$ cat src/rtl/tff_chain_ctrl.sv
// tff_chain_ctrl: burst controller driving a synchronous toggle-flop chain.
// A burst issues `len` registered toggle pulses on t; the chain q counts them
// modulo 2^N_STAGES. Bursts can be paused/resumed with stop/start and
// cancelled with abort.
// Optional feature: define TFF_CHAIN_CTRL_WRAP_EN to enable the wrap pulse.
module tff_chain_ctrl #(
    parameter int unsigned N_STAGES = 4,
    parameter int unsigned CNT_W    = 16
) (
    input  logic                clk,
    input  logic                rst,
    input  logic                start,
    input  logic                stop,
    input  logic                abort,
    input  logic [CNT_W-1:0]    len,
    output logic                t,
    output logic [N_STAGES-1:0] q,
    output logic                busy,
    output logic                done,
    output logic                wrap
);

    typedef enum logic [1:0] {
        S_IDLE,
        S_RUN,
        S_PAUSE,
        S_DONE
    } state_t;

    state_t              state_q, state_d;
    logic                t_q, t_d;
    logic [CNT_W-1:0]    rem_q, rem_d;
    logic [N_STAGES-1:0] q_q, q_d;

    // Next-state, toggle enable and remaining-pulse count.
    // t_q is high only in RUN, so every RUN edge consumes one pulse; the
    // pulse being consumed when remaining==1 completes the burst even if
    // stop arrives on that same edge.
    always_comb begin
        state_d = state_q;
        t_d     = 1'b0;
        rem_d   = rem_q;
        if (t_q) begin
            rem_d = rem_q - CNT_W'(1);
        end
        if (abort) begin
            state_d = S_IDLE;
            rem_d   = '0;
        end else begin
            case (state_q)
                S_IDLE: begin
                    if (start) begin
                        if (len != '0) begin
                            state_d = S_RUN;
                            rem_d   = len;
                            t_d     = 1'b1;
                        end else begin
                            state_d = S_DONE;
                        end
                    end
                end
                S_RUN: begin
                    if (rem_q == CNT_W'(1)) begin
                        state_d = S_DONE;
                    end else if (stop) begin
                        state_d = S_PAUSE;
                    end else begin
                        t_d = 1'b1;
                    end
                end
                S_PAUSE: begin
                    if (start && !stop) begin
                        state_d = S_RUN;
                        t_d     = 1'b1;
                    end
                end
                S_DONE: begin
                    state_d = S_IDLE;
                end
                default: begin
                    state_d = S_IDLE;
                end
            endcase
        end
    end

    // Toggle chain: stage i toggles when t is high and all lower stages are ones.
    always_comb begin
        logic carry;
        carry = t_q;
        q_d   = q_q;
        for (int unsigned i = 0; i < N_STAGES; i++) begin
            q_d[i] = q_q[i] ^ carry;
            carry  = carry & q_q[i];
        end
        if (abort) begin
            q_d = '0;
        end
    end

    // Controller and chain state registers.
    always_ff @(posedge clk or posedge rst) begin
        if (rst) begin
            state_q <= S_IDLE;
            t_q     <= 1'b0;
            rem_q   <= '0;
            q_q     <= '0;
        end else begin
            state_q <= state_d;
            t_q     <= t_d;
            rem_q   <= rem_d;
            q_q     <= q_d;
        end
    end

`ifdef TFF_CHAIN_CTRL_WRAP_EN
    logic wrap_q, wrap_d;

    // Wrap fires when a t pulse rolls an all-ones chain back to zero.
    always_comb begin
        wrap_d = t_q & (&q_q) & ~abort;
    end

    // Registered wrap pulse, high in the first cycle q reads zero.
    always_ff @(posedge clk or posedge rst) begin
        if (rst) begin
            wrap_q <= 1'b0;
        end else begin
            wrap_q <= wrap_d;
        end
    end

    assign wrap = wrap_q;
`else
    assign wrap = 1'b0;
`endif

    assign t    = t_q;
    assign q    = q_q;
    assign busy = (state_q == S_RUN) || (state_q == S_PAUSE);
    assign done = (state_q == S_DONE);

endmodule

$ cat config.mk
export PLATFORM = sky130hd
export DESIGN_NAME = tff_chain_ctrl
export DESIGN_NICKNAME = d
export VERILOG_FILES = /design/src/rtl/tff_chain_ctrl.sv
export SDC_FILE = /design/constraint.sdc
export NUM_CORES = 1
export LEC_CHECK = 0
export CORE_MARGIN = 3
export CORE_UTILIZATION = 46
export DETAILED_ROUTE_END_ITERATION = 7
export MAX_ROUTING_LAYER = met4
export PLACE_DENSITY = 0.85
export SETUP_SLACK_MARGIN = 0.3
export SYNTH_ARGS = -nofsm -noshare
export SYNTH_HDL_FRONTEND = slang
export SYNTH_SLANG_ARGS = --single-unit
$ cat constraint.sdc
create_clock -name clk -period 1.65 [get_ports clk]
set_input_delay 0.165 -clock clk [delete_from_list [all_inputs] [get_ports clk]]
set_output_delay 0.165 -clock clk [all_outputs]
set_load 0.05 [all_outputs]
# == Word-level counts from Yosys, hierarchy flattened ==
# Index checks and enable logic that the tools add are counted.
# Widths: inputs -> output; s select.
# word_totals
reg_bits,23
inputBits,21
out_inout_bits,8
wordCells,45
# classes
n_addsub,1
n_eq_ne,7
mux,20
n_bitwise,7
reduce_logical,6
# op_table
cell,n
$mux 16,5
$eq 16x1->1 const B,1
$reduce_bool 16->1,1
$sub 16x1->16 const B,1
$mux 2,6
$pmux 2 s4,1
$mux 1,6
$ne 3x3->1 const B,2
$eq 2x2->1 const B,2
$mux 4,1
$ne 4x4->1 const B,1
$xor 1x1->1,4
$and 1x1->1,3
$pmux 1 s3,1
$reduce_and 3->1,1
$eq 2x1->1 const B,1
$logic_not 2->1,1
$logic_and 1x1->1,1
$logic_not 1->1,1
$logic_or 1x1->1,1

# == Longest topological paths before layout ==
# depth
word_depth,6
depth_mapped,7

# == Worst setup path after synthesis ==
# No wires, ideal clock.
# synth_timing
path_type,reg-to-reg
from,"register t_q, in the netlist t"
to,register rem_q[15]
setup_time_ns,0.099
arrival_ns,1.842
required_time_ns,1.551
setup_slack_ns,-0.292
stages_incl_launch_ff,5
n_path_buf,0
path_cell_list,dfrtp_1 > nor3b_2 > nand3_1 > or3_1 > a311oi_1
# synth_between
elab_chain_cells,5
# synth_rtl
item,line_no,rtl
from (decl),31,"logic t_q, t_d;"
from (signal assigned),110,t_q <= t_d;
$mux 16 (*),43,if (t_q) begin
$mux 16,53,if (len != '0) begin
$mux 16,52,if (start) begin
$mux 16 (*),50,case (state_q)
$mux 16 (*),46,if (abort) begin
named net rem_d[15],32,"logic [CNT_W-1:0] rem_q, rem_d;"
to (signal assigned),111,rem_q <= rem_d;
to (decl),32,
# The timed path passes the listed nets; every way through them passes the cells marked *.
# A chain may end at the register's enable or synchronous reset.

# == Worst setup path after layout ==
# layout_timing
from,register rem_q[13]
to,register state_q[0]
# layout_between
elab_chain_cells,4
elab_cells_between_ends,6
# layout_rtl
item,line_no,rtl
$eq 16x1->1 (*),63,if (rem_q == CNT_W'(1)) begin
$mux 2,63,
$pmux 2 s4,50,
$mux 2,46,
to (signal assigned),109,state_q <= state_d;
to (decl),30,"state_t state_q, state_d;"
# Mark *: on every way between the ends. The rest lies on a longest branch, timed or not.

==> reports/qor.txt <==
layout cell share with drive strength beyond 1 - 51.25%
Yosys Warn Count - 0
Clock transition at path regs - 140 ps
Yosys reg bits - 23
Final HPWL DP - 2.979 mm
maximum clock insertion buffer count - 2
RSZ-0062 raised after global routing - yes
Wirelength per Cell - 25.77 um
CP max stage delay - 530 ps
Yosys top cell area share - 38.95%
Max Clock Freq - 516.0 MHz
DRC - 0
DR vias - 1821
Rel. slew slack - 60.61%
vias in the first global route - 1727
Hold Crit Class - input pin to asynchronous set/reset pin
CORE AREA - 2900 um2
Final WS setup - -287.9 ps
cell row count - 19
maxcap violations - 0
CTS tree - done
antenna violations before repair - 0
Placed Area - 2072 um2
Worst setup SP type - register
ANT nets after route - 0
setup TNS - -2052 ps
syn nets - 184
CTS buffer count - 3
largest net degree at the start of global routing - 24
pwr/cell area - 1723 nW/um2
clock latency on the worst-skew pair - 320 ps
ant diodes - 0
critical path type - register to register
post-synthesis sequential area ratio - 38.95%
max-slew violations - 0
GP Congestion - 0.9509
worst-margin pin slew - 586.4 ps
clock skew - 7.324 ps
Post-Syn Area - 1478 um2
GRT Util Overall - 31.71%
grt total ovfl - 0
Synth Instances - 153
IO buf count - 27
global-route wire length before repair - 9.459 mm
Final Power - 4.673 mW
drt via density - 6.457
dpl ws - -264.5 ps
Required @ worst endpoint - 1880 ps
failing checks - negative setup slack
WHS - 260.6 ps
post-synth top area cell - dfrtp_1
die width - 62.68 um
Cell variety after synth - 39
R2R Setup Slk - -290 ps
root buffer cell - clkbuf_4
Period minus WS final - 1938 ps
status - complete, but fails checks
fillers - 88
P_leak - 1.134 nW
Die Ht - 62.68 um
synth-to-layout area growth - 83.57%
crit share post-route - 117.4%
worst setup path endpoint - state_q[0]
Pre-antenna DRT Iters - 5
crit-path cells - nor3_1 > nand4_4 > a211o_1 > a2111oi_4
Setup crit start - rem_q[13]
clock sinks - 23
CTS H-tree depth - 1
syn_area_per_cell - 9.658 um2
most frequent cells in the layout - 39 x buf_4, 25 x buf_6, 21 x dfrtp_1
Worst VDD drop - 1.437 mV
WP data arrival - 2160 ps
die area - 3928 um2
Initial Utilization - 50.95%
Top Ports - 29
slowest cell on the critical path - nor3_1
Reg-to-Reg End - state_q[0]
Hold Vio Cnt, Final - 0
crit end category - register
Crit Path Max Fanout - 3
commonest non-fill, non-tap cell in the layout - buf_4
Synth area leaders - dfrtp_1 39%, ha_1 8.5%, a211oi_1 6.6%, xor2_1 5.9%, nor2_1 5.8%
Setup-failing EPs final - 15
Nets - 272
final instance area - 2713 um2
iteration-0 DRC count of the detailed router - 164
Total Routed Length - 7.268 mm
Register-to-Register Path Depth - 4
Worst R2R Start - rem_q[13]
## critical path, delay by kind of cell, from the launching register on
kind | cells | cell delay, ps
flops | 1 | 460
compound gates | 2 | 670
simple gates | 2 | 700
## layout make-up
| class | count | area (um2) | area share, % |
|---|---|---|---|
| timing repair buffer | 89 | 855.8 | 31.55 |
| multi-input combinational | 119 | 1179 | 43.45 |
| inverter | 5 | 21.27 | 0.7841 |
| sequential | 23 | 578.1 | 21.31 |
| clock buffer | 4 | 26.28 | 0.9686 |
| tap | 42 | 52.55 | 1.937 |
## worst min-delay path by stage
stage               from  endpoint  slack (ps)
floorplan            rst      q[1]         170
global placement    q[3]      q[3]         520
detailed placement   rst  rem_q[5]         530
CTS                  rst  rem_q[5]         190
global route         rst  rem_q[5]         290
finish               rst  rem_q[1]         260
## state kept, by name (all words and copies together), names as in the netlist
name / count
q: 4
rem_q: 16
state_q: 2
t: 1
## cell families after synthesis
| family | after synthesis | share of synthesized area (%) |
|---|---|---|
| multiplexers | 2 | 1.355 |
| AO/OA/AOI/OAI | 26 | 13.55 |
| AND/OR/NAND/NOR | 66 | 26.08 |
| flip-flops | 23 | 38.95 |
| XOR/XNOR | 14 | 8.298 |
| adder cells (fa/ha/maj) | 10 | 8.467 |
| buffers and inverters | 11 | 3.049 |
| other | 1 | 0.2538 |
## synthesized netlist by cell type
cell type and n:
a2111oi_2 1, a211o_1 1, a211oi_1 13, a21oi_1 4
a311o_1 1, a311oi_1 3, a41o_1 1, and2b_4 1
and3_2 1, and4_1 1, and4bb_2 1, buf_1 3
buf_4 1, clkbuf_1 2, conb_1 1, dfrtp_1 23
ha_1 10, inv_1 5, mux2i_1 2, nand2_1 9
nand2b_1 1, nand3_1 3, nand3b_1 2, nand4_1 3
nand4_2 1, nand4b_1 2, nor2_1 23, nor2b_1 4
nor3_1 3, nor3b_2 1, nor4_1 5, nor4_2 1
nor4_4 1, nor4b_1 2, o21ai_0 1, o21bai_1 1
or3_1 1, xnor2_1 4, xor2_1 10
## per-stage QoR
step	utilization, %	instances
floorplan	-	153
global placement	71.44	254
detailed placement	71.44	254
CTS	87.92	275
global route	93.53	282
finish	93.53	282
## metal layers
metal | vias up | GRT usage, % | share of wire [%]
met4 | 0 | 10.19 | 6.6
met1 | 857 | 37.93 | 37
met3 | 57 | 3.957 | 9.5
met2 | 168 | 55.26 | 47
li1 | 739 | - | -
met5 | - | - | 0
## timing repair
action | 4_1_cts | 5_1_grt
cloned | 2 | 0
hold buffers | 0 | 0
endpoints found under the setup margin | 23 | 24
gates resized for setup | 70 | 24
buffers inserted | 15 | 7
pin swaps | 31 | 5
## power by group
part | internal [mW] | leakage, nW | switching (mW)
clock | 0.0947 | 0.0150 | 0.189
sequential | 0.740 | 0.302 | 0.235
combinational | 1.68 | 0.817 | 1.73
Power figures use the tool's default switching activity.
